## src/rtl/uart_operand_rx.sv

```systemverilog
// UART receiver that assembles 17-byte opcode/operand packets for the adder-select top level.
// Optional build macro UART_RX_PARITY_EN adds an even-parity bit after the data bits (8E1).
module uart_operand_rx #(
    parameter int CLK_HZ     = 100_000_000,
    parameter int BAUD       = 115_200,
    parameter int OVERSAMPLE = 16
) (
    input  logic        clk,
    input  logic        rst,
    input  logic        rx,
    output logic        op_valid,
    output logic [1:0]  op_sel,
    output logic [63:0] op_a,
    output logic [63:0] op_b,
    output logic        frame_err,
    output logic        busy
);
    localparam int DIV = CLK_HZ / (BAUD * OVERSAMPLE);
    localparam int DW  = (DIV > 1) ? $clog2(DIV) : 1;
    localparam int PW  = (OVERSAMPLE > 1) ? $clog2(OVERSAMPLE) : 1;
    localparam logic [DW-1:0] DIV_LAST   = DW'(DIV - 1);
    localparam logic [PW-1:0] PHASE_LAST = PW'(OVERSAMPLE - 1);
    localparam logic [PW-1:0] PHASE_MID  = PW'(OVERSAMPLE / 2 - 1);

`ifdef UART_RX_PARITY_EN
    typedef enum logic [2:0] {IDLE, START, DATA, PARITY, STOP} state_t;
`else
    typedef enum logic [1:0] {IDLE, START, DATA, STOP} state_t;
`endif

    state_t        state_r;
    logic          rx_meta_r;
    logic          rx_sync_r;
    logic          rx_prev_r;
    logic [DW-1:0] div_cnt_r;
    logic [PW-1:0] phase_r;
    logic [2:0]    bit_cnt_r;
    logic [7:0]    shift_r;
    logic [4:0]    byte_cnt_r;
    logic [1:0]    sel_sh_r;
    logic [63:0]   sh_a_r;
    logic [63:0]   sh_b_r;
    logic          tick_s;
    logic          sample_s;
    logic          stop_ok_s;

`ifdef UART_RX_PARITY_EN
    logic          par_bad_r;

    function automatic logic even_parity(input logic [7:0] d);
        return ^d;
    endfunction

    assign stop_ok_s = rx_sync_r & ~par_bad_r;
`else
    assign stop_ok_s = rx_sync_r;
`endif

    assign tick_s   = (state_r != IDLE) && (div_cnt_r == DIV_LAST);
    assign sample_s = tick_s && (phase_r == PHASE_MID);
    assign busy     = (state_r != IDLE) || (byte_cnt_r != 5'd0);

    // Two-flop synchroniser plus one delay stage for falling-edge detection; idles high.
    always_ff @(posedge clk) begin
        if (rst) begin
            rx_meta_r <= 1'b1;
            rx_sync_r <= 1'b1;
            rx_prev_r <= 1'b1;
        end else begin
            rx_meta_r <= rx;
            rx_sync_r <= rx_meta_r;
            rx_prev_r <= rx_sync_r;
        end
    end

    // Oversample tick divider and phase counter, parked at zero while idle.
    always_ff @(posedge clk) begin
        if (rst || (state_r == IDLE)) begin
            div_cnt_r <= '0;
            phase_r   <= '0;
        end else if (div_cnt_r == DIV_LAST) begin
            div_cnt_r <= '0;
            phase_r   <= (phase_r == PHASE_LAST) ? '0 : phase_r + 1'b1;
        end else begin
            div_cnt_r <= div_cnt_r + 1'b1;
            phase_r   <= phase_r;
        end
    end

    // Frame FSM with the packet assembler folded into the stop-bit decision.
    always_ff @(posedge clk) begin
        if (rst) begin
            state_r    <= IDLE;
            bit_cnt_r  <= 3'd0;
            shift_r    <= 8'd0;
            byte_cnt_r <= 5'd0;
            sel_sh_r   <= 2'd0;
            sh_a_r     <= 64'd0;
            sh_b_r     <= 64'd0;
            op_valid   <= 1'b0;
            frame_err  <= 1'b0;
            op_sel     <= 2'd0;
            op_a       <= 64'd0;
            op_b       <= 64'd0;
`ifdef UART_RX_PARITY_EN
            par_bad_r  <= 1'b0;
`endif
        end else begin
            op_valid  <= 1'b0;
            frame_err <= 1'b0;
            case (state_r)
                IDLE: begin
                    bit_cnt_r <= 3'd0;
`ifdef UART_RX_PARITY_EN
                    par_bad_r <= 1'b0;
`endif
                    if (rx_prev_r && !rx_sync_r) begin
                        state_r <= START;
                    end else begin
                        state_r <= IDLE;
                    end
                end
                START: begin
                    if (sample_s) begin
                        state_r <= rx_sync_r ? IDLE : DATA;
                    end else begin
                        state_r <= START;
                    end
                end
                DATA: begin
                    if (sample_s) begin
                        shift_r   <= {rx_sync_r, shift_r[7:1]};
                        bit_cnt_r <= bit_cnt_r + 3'd1;
                        if (bit_cnt_r == 3'd7) begin
`ifdef UART_RX_PARITY_EN
                            state_r <= PARITY;
`else
                            state_r <= STOP;
`endif
                        end else begin
                            state_r <= DATA;
                        end
                    end else begin
                        state_r <= DATA;
                    end
                end
`ifdef UART_RX_PARITY_EN
                PARITY: begin
                    if (sample_s) begin
                        par_bad_r <= (rx_sync_r != even_parity(shift_r));
                        state_r   <= STOP;
                    end else begin
                        state_r   <= PARITY;
                    end
                end
`endif
                STOP: begin
                    if (sample_s) begin
                        state_r <= IDLE;
                        if (!stop_ok_s) begin
                            frame_err  <= 1'b1;
                            byte_cnt_r <= 5'd0;
                        end else if (byte_cnt_r == 5'd0) begin
                            // Opcode byte must look like 101000ss, otherwise stay here to resync.
                            if (shift_r[7:2] == 6'b101000) begin
                                sel_sh_r   <= shift_r[1:0];
                                byte_cnt_r <= 5'd1;
                            end else begin
                                byte_cnt_r <= 5'd0;
                            end
                        end else if (byte_cnt_r <= 5'd8) begin
                            sh_a_r     <= {shift_r, sh_a_r[63:8]};
                            byte_cnt_r <= byte_cnt_r + 5'd1;
                        end else if (byte_cnt_r < 5'd16) begin
                            sh_b_r     <= {shift_r, sh_b_r[63:8]};
                            byte_cnt_r <= byte_cnt_r + 5'd1;
                        end else begin
                            op_sel     <= sel_sh_r;
                            op_a       <= sh_a_r;
                            op_b       <= {shift_r, sh_b_r[63:8]};
                            op_valid   <= 1'b1;
                            byte_cnt_r <= 5'd0;
                        end
                    end else begin
                        state_r <= STOP;
                    end
                end
                default: begin
                    state_r <= IDLE;
                end
            endcase
        end
    end
endmodule
```

## config.mk

```make
export PLATFORM = sky130hd
export DESIGN_NAME = uart_operand_rx
export DESIGN_NICKNAME = d
export VERILOG_FILES = /design/src/rtl/uart_operand_rx.sv
export SDC_FILE = /design/constraint.sdc
export NUM_CORES = 1
export LEC_CHECK = 0
export ABC_CLOCK_PERIOD_IN_PS = 1800
export CAP_MARGIN = 20
export CORE_ASPECT_RATIO = 0.5
export CORE_UTILIZATION = 30
export DETAILED_ROUTE_END_ITERATION = 12
export PLACE_DENSITY_LB_ADDON = 0.15
export SYNTH_ARGS = -nofsm -noshare
export SYNTH_HDL_FRONTEND = slang
export SYNTH_SLANG_ARGS = --single-unit
```

## constraint.sdc

```tcl
create_clock -name clk -period 1.8 [get_ports clk]
set_input_delay 0.54 -clock clk [delete_from_list [all_inputs] [get_ports clk]]
set_output_delay 0.54 -clock clk [all_outputs]
set_load 0.02 [all_outputs]
```

==> reports/metrics.yaml <==
wire_per_inst_um: 18.64
synth_edf_count: 0
dp_hpwl_mm: 18.77
crit_buf_inv: 2
first_pass_iters: 6
min_from: "rst"
syn_nets: 1229
hold_depth: 2
synth_mux_area_frac: 0.07119
final_nets: 1435
place.gp.congestion: 0.8005
multiInputGateArea_sq_mm: 0.005811
core_region_area_sq_mm: 0.03477
yosys.area_share.simple: 0.2100
start_util: 0.3078
htreeDepth: 1
grt_first_pass_wirelength_mm: 47.58
seq_area_sq_mm: 0.005713
nFillCells: 3280
grt_max_degree: 63
r2r-end: "shift_r[6]$_SDFFE_PP0P_"
synthAdderAreaFrac: 0.009352
antenna_found_initial: 0
end_kind: "output port"
post-route-min-period_ps: 2036
hold_buffers: 0
design_power_total_mw: 12.53
crit_slowest_cell: "dfxtp_2"
yosysWarnings: 0
syn_inst: 1218
hp-class: "in -> reg"
clock_latency_ps: 550
synth_seq_area_share: 0.5331
syn-mean-instance-area_sq_um: 8.787
avgViaCountPerCell: 4.916
r2r-start: "div_cnt_r[1]$_SDFF_PP0_"
cts_tree: "yes"
clock-root-buffer: "clkbuf_16"
pwr-share-comb: 0.018
maxCapViolations: 0
powerDensity_mw_per_mm2: 759.9
cts_buffer_depth: 3
die_x_um: 269.1
die_area_sq_mm: 0.03648
setup_ws_ps: -235.8
hold_viol_final: 0
critical_path.top_delay_family: "flip-flops"
cts.sinks: 285
intPower_mw: 9.860
reg2reg_depth: 10
die_h_um: 135.6
placed_area_sq_mm: 0.01295
critPathKind: "reg -> out"
drcViolationCount: 0
worstMarginPinSlew_ps: 334.4
finalClockSkew_ps: 14.10
synth_xor_area_frac: 0.004910
path_cells: "inv_2, ha_4, nand2b_4, nor3_4, nand2_2, buf_6"
io_pins: 136
dr.first_iter.drc_count: 494
drt_wl_total_mm: 35.73
drive_gt1_frac: 0.3585
grt.total_usage: 0.1605
drtAntennaViolNets: 0
synthArstFlopShare: 0
status: "complete, but fails checks"
max_stage_delay_ps: 320
syn_area_sq_mm: 0.01070
final_area_sq_mm: 0.01649
switching_share: 0.2130
synth_compound_area_frac: 0.1251
synth_ff_type: "dfxtp_1"
ys_types: 45
leakagePower_nw: 6.385
p_sw_mw: 2.669
clk_pin_slew_worst_paths_ps: 70
worstPathMaxFanout: 2
final-setup-viol-count: 285
antennaDiodeCount: 0
violations: "setup timing"
vias: 9424
placementRows: 48
rsz0062_at_grt: "yes"
seqPwrFrac: 0.504
rrSetupSlack_ps: -200
drv_slew: 0
critPathRequiredTime_ps: 1260
cts_buffers: 28
fin_crit_sh: 1.131
relSlewSlack: 0.7768
holdPathEnd: "op_a[20]$_SDFFE_PP0P_"
synth_top_family_by_area: "simple AND/OR/NAND/NOR gates"
clock.fmax_mhz: 491.2
worstSetupStartpointType: "flop"
hold_ws_ps: 389.6
ys_ff_latch: 285
syn_to_final_growth_pct: 54.05
grt_pass1_vias: 8734
p_clk_frac: 0.478
grt-ovfl-total: 0
cp.arrival_ps: 1500
vdd_drop_max_v: 0.0005397
port_buffers: 135
-- sequential cells by signal, summed over array words and instances, names as in the netlist, 2 cells and up --
register / cells
byte_cnt_r: 5
op_a: 64
op_sel: 2
shift_r: 8
op_b: 64
sh_a_r: 64
state_r: 2
sel_sh_r: 2
sh_b_r: 56
bit_cnt_r: 3
div_cnt_r: 6
phase_r: 4
-- kinds of logic after synthesis --
family,after synthesis
flops,285
compound gates,262
buf+inv,110
xor+xnor,6
simple gates,471
mux,76
fa+ha+maj,8
-- what timing repair did --
action | CTS | global route
setup buffers | 10 | 16
setup endpoints to repair | 256 | 298
resized for setup | 229 | 485
pin swaps | 58 | 145
cloned | 13 | 36
-- synth_stat cells, types with 2 or more instances --
master | count | area share
xor2_1 | 2 | 0.0016
ha_1 | 8 | 0.0094
a31oi_1 | 2 | 0.0012
clkbuf_1 | 71 | 0.025
buf_2 | 19 | 0.0089
nand3_1 | 10 | 0.0047
nand4b_1 | 4 | 0.0033
buf_4 | 2 | 0.0014
nand4_1 | 59 | 0.034
nand2_1 | 270 | 0.095
xnor2_1 | 4 | 0.0033
a21oi_1 | 195 | 0.091
nand2b_1 | 77 | 0.045
inv_1 | 6 | 0.0021
and2_1 | 2 | 0.0012
nor2_1 | 21 | 0.0074
and3_1 | 3 | 0.0018
nor3_1 | 3 | 0.0014
or2_2 | 4 | 0.0023
o21ai_1 | 8 | 0.0037
buf_6 | 7 | 0.0074
o21ai_0 | 50 | 0.023
nor2b_1 | 3 | 0.0018
and4b_1 | 2 | 0.0019
mux2i_1 | 75 | 0.070
nand3b_1 | 4 | 0.0028
dfxtp_1 | 285 | 0.53
buf_1 | 4 | 0.0014
nor4_2 | 2 | 0.0023
-- layout make-up --
cell class                      instances  share of cell area
Sequential cell                       285              0.3465
Tap cell                              475             0.03605
Multi-Input combinational cell        823              0.3524
Inverter                                7            0.001594
Timing Repair Buffer                  279              0.2070
Clock inverter                          4            0.002884
Clock buffer                           44             0.05350
-- layout by cell type (no fill, tap or decap), types with 16 or more instances in the layout --
cell	count
buf_6	20
buf_12	30
nand2_2	35
nand2b_1	76
nor2_1	20
mux2i_1	72
buf_4	47
buf_16	16
dlygate4sd2_1	35
clkbuf_2	47
nand2_1	148
clkbuf_16	52
nand4_1	59
nand2_4	88
o21ai_0	47
dfxtp_1	279
a21oi_1	92
clkdlybuf4s15_1	36
a21oi_2	103
-- worst max path at each step --
| stage | start | to | slack (ps) | cells after the start |
|---|---|---|---|---|
| finish | byte_cnt_r[0]$_SDFFE_PP0P_ | busy | -240 | 6 |
| global route | div_cnt_r[1]$_SDFF_PP0_ | shift_r[6]$_SDFFE_PP0P_ | -310 | 10 |
| CTS | byte_cnt_r[1]$_SDFFE_PP0P_ | busy | -320 | 6 |
| detailed placement | byte_cnt_r[0]$_SDFFE_PP0P_ | busy | -180 | 6 |
| global placement | byte_cnt_r[0]$_SDFFE_PP0P_ | busy | -180 | 6 |
| floorplan | div_cnt_r[0]$_SDFF_PP0_ | sh_a_r[10]$_SDFFE_PP0P_ | 9 | 8 |
-- metrics by stage --
step	TNS [ps]	instances	worst slack (ps)	utilization
after floorplan	0	1218	8.879	-
after global routing	-39890	1917	-314.3	0.4741
after global placement	-2494	1795	-179.3	0.3726
final	-19100	1917	-235.8	0.4741
after CTS	-11840	1866	-315.7	0.4137
after detailed placement	-3597	1795	-184.8	0.3726
-- layer usage --
metal,part of all wire,vias to the layer above,global-route usage
li1,-,4581,-
met1,0.48,4641,0.2185
met2,0.46,159,0.2665
met3,0.039,43,0.02481
met4,0.017,0,0.03873
met5,0,-,0
-- worst register-to-register path, cell delays in order (launching register included) --
cell	delay [ps]
dfxtp_2	320
inv_2	60
ha_4	120
nand4b_1	240
buf_4	230
buf_6	120
nor4_4	230
buf_6	180
buf_12	130
mux2i_4	200
nor2_1	50
-- power groups by stage --
stage	Combinational (mW)	Sequential (mW)	Clock [mW]
final	0.228	6.31	5.99
after global placement	0.200	6.45	0
after global routing	0.245	6.31	6.40
after detailed placement	0.202	6.45	0
after CTS	0.204	6.31	6.16
after floorplan	0.126	6.45	0
Note: power is estimated with default switching activity, not from simulation.
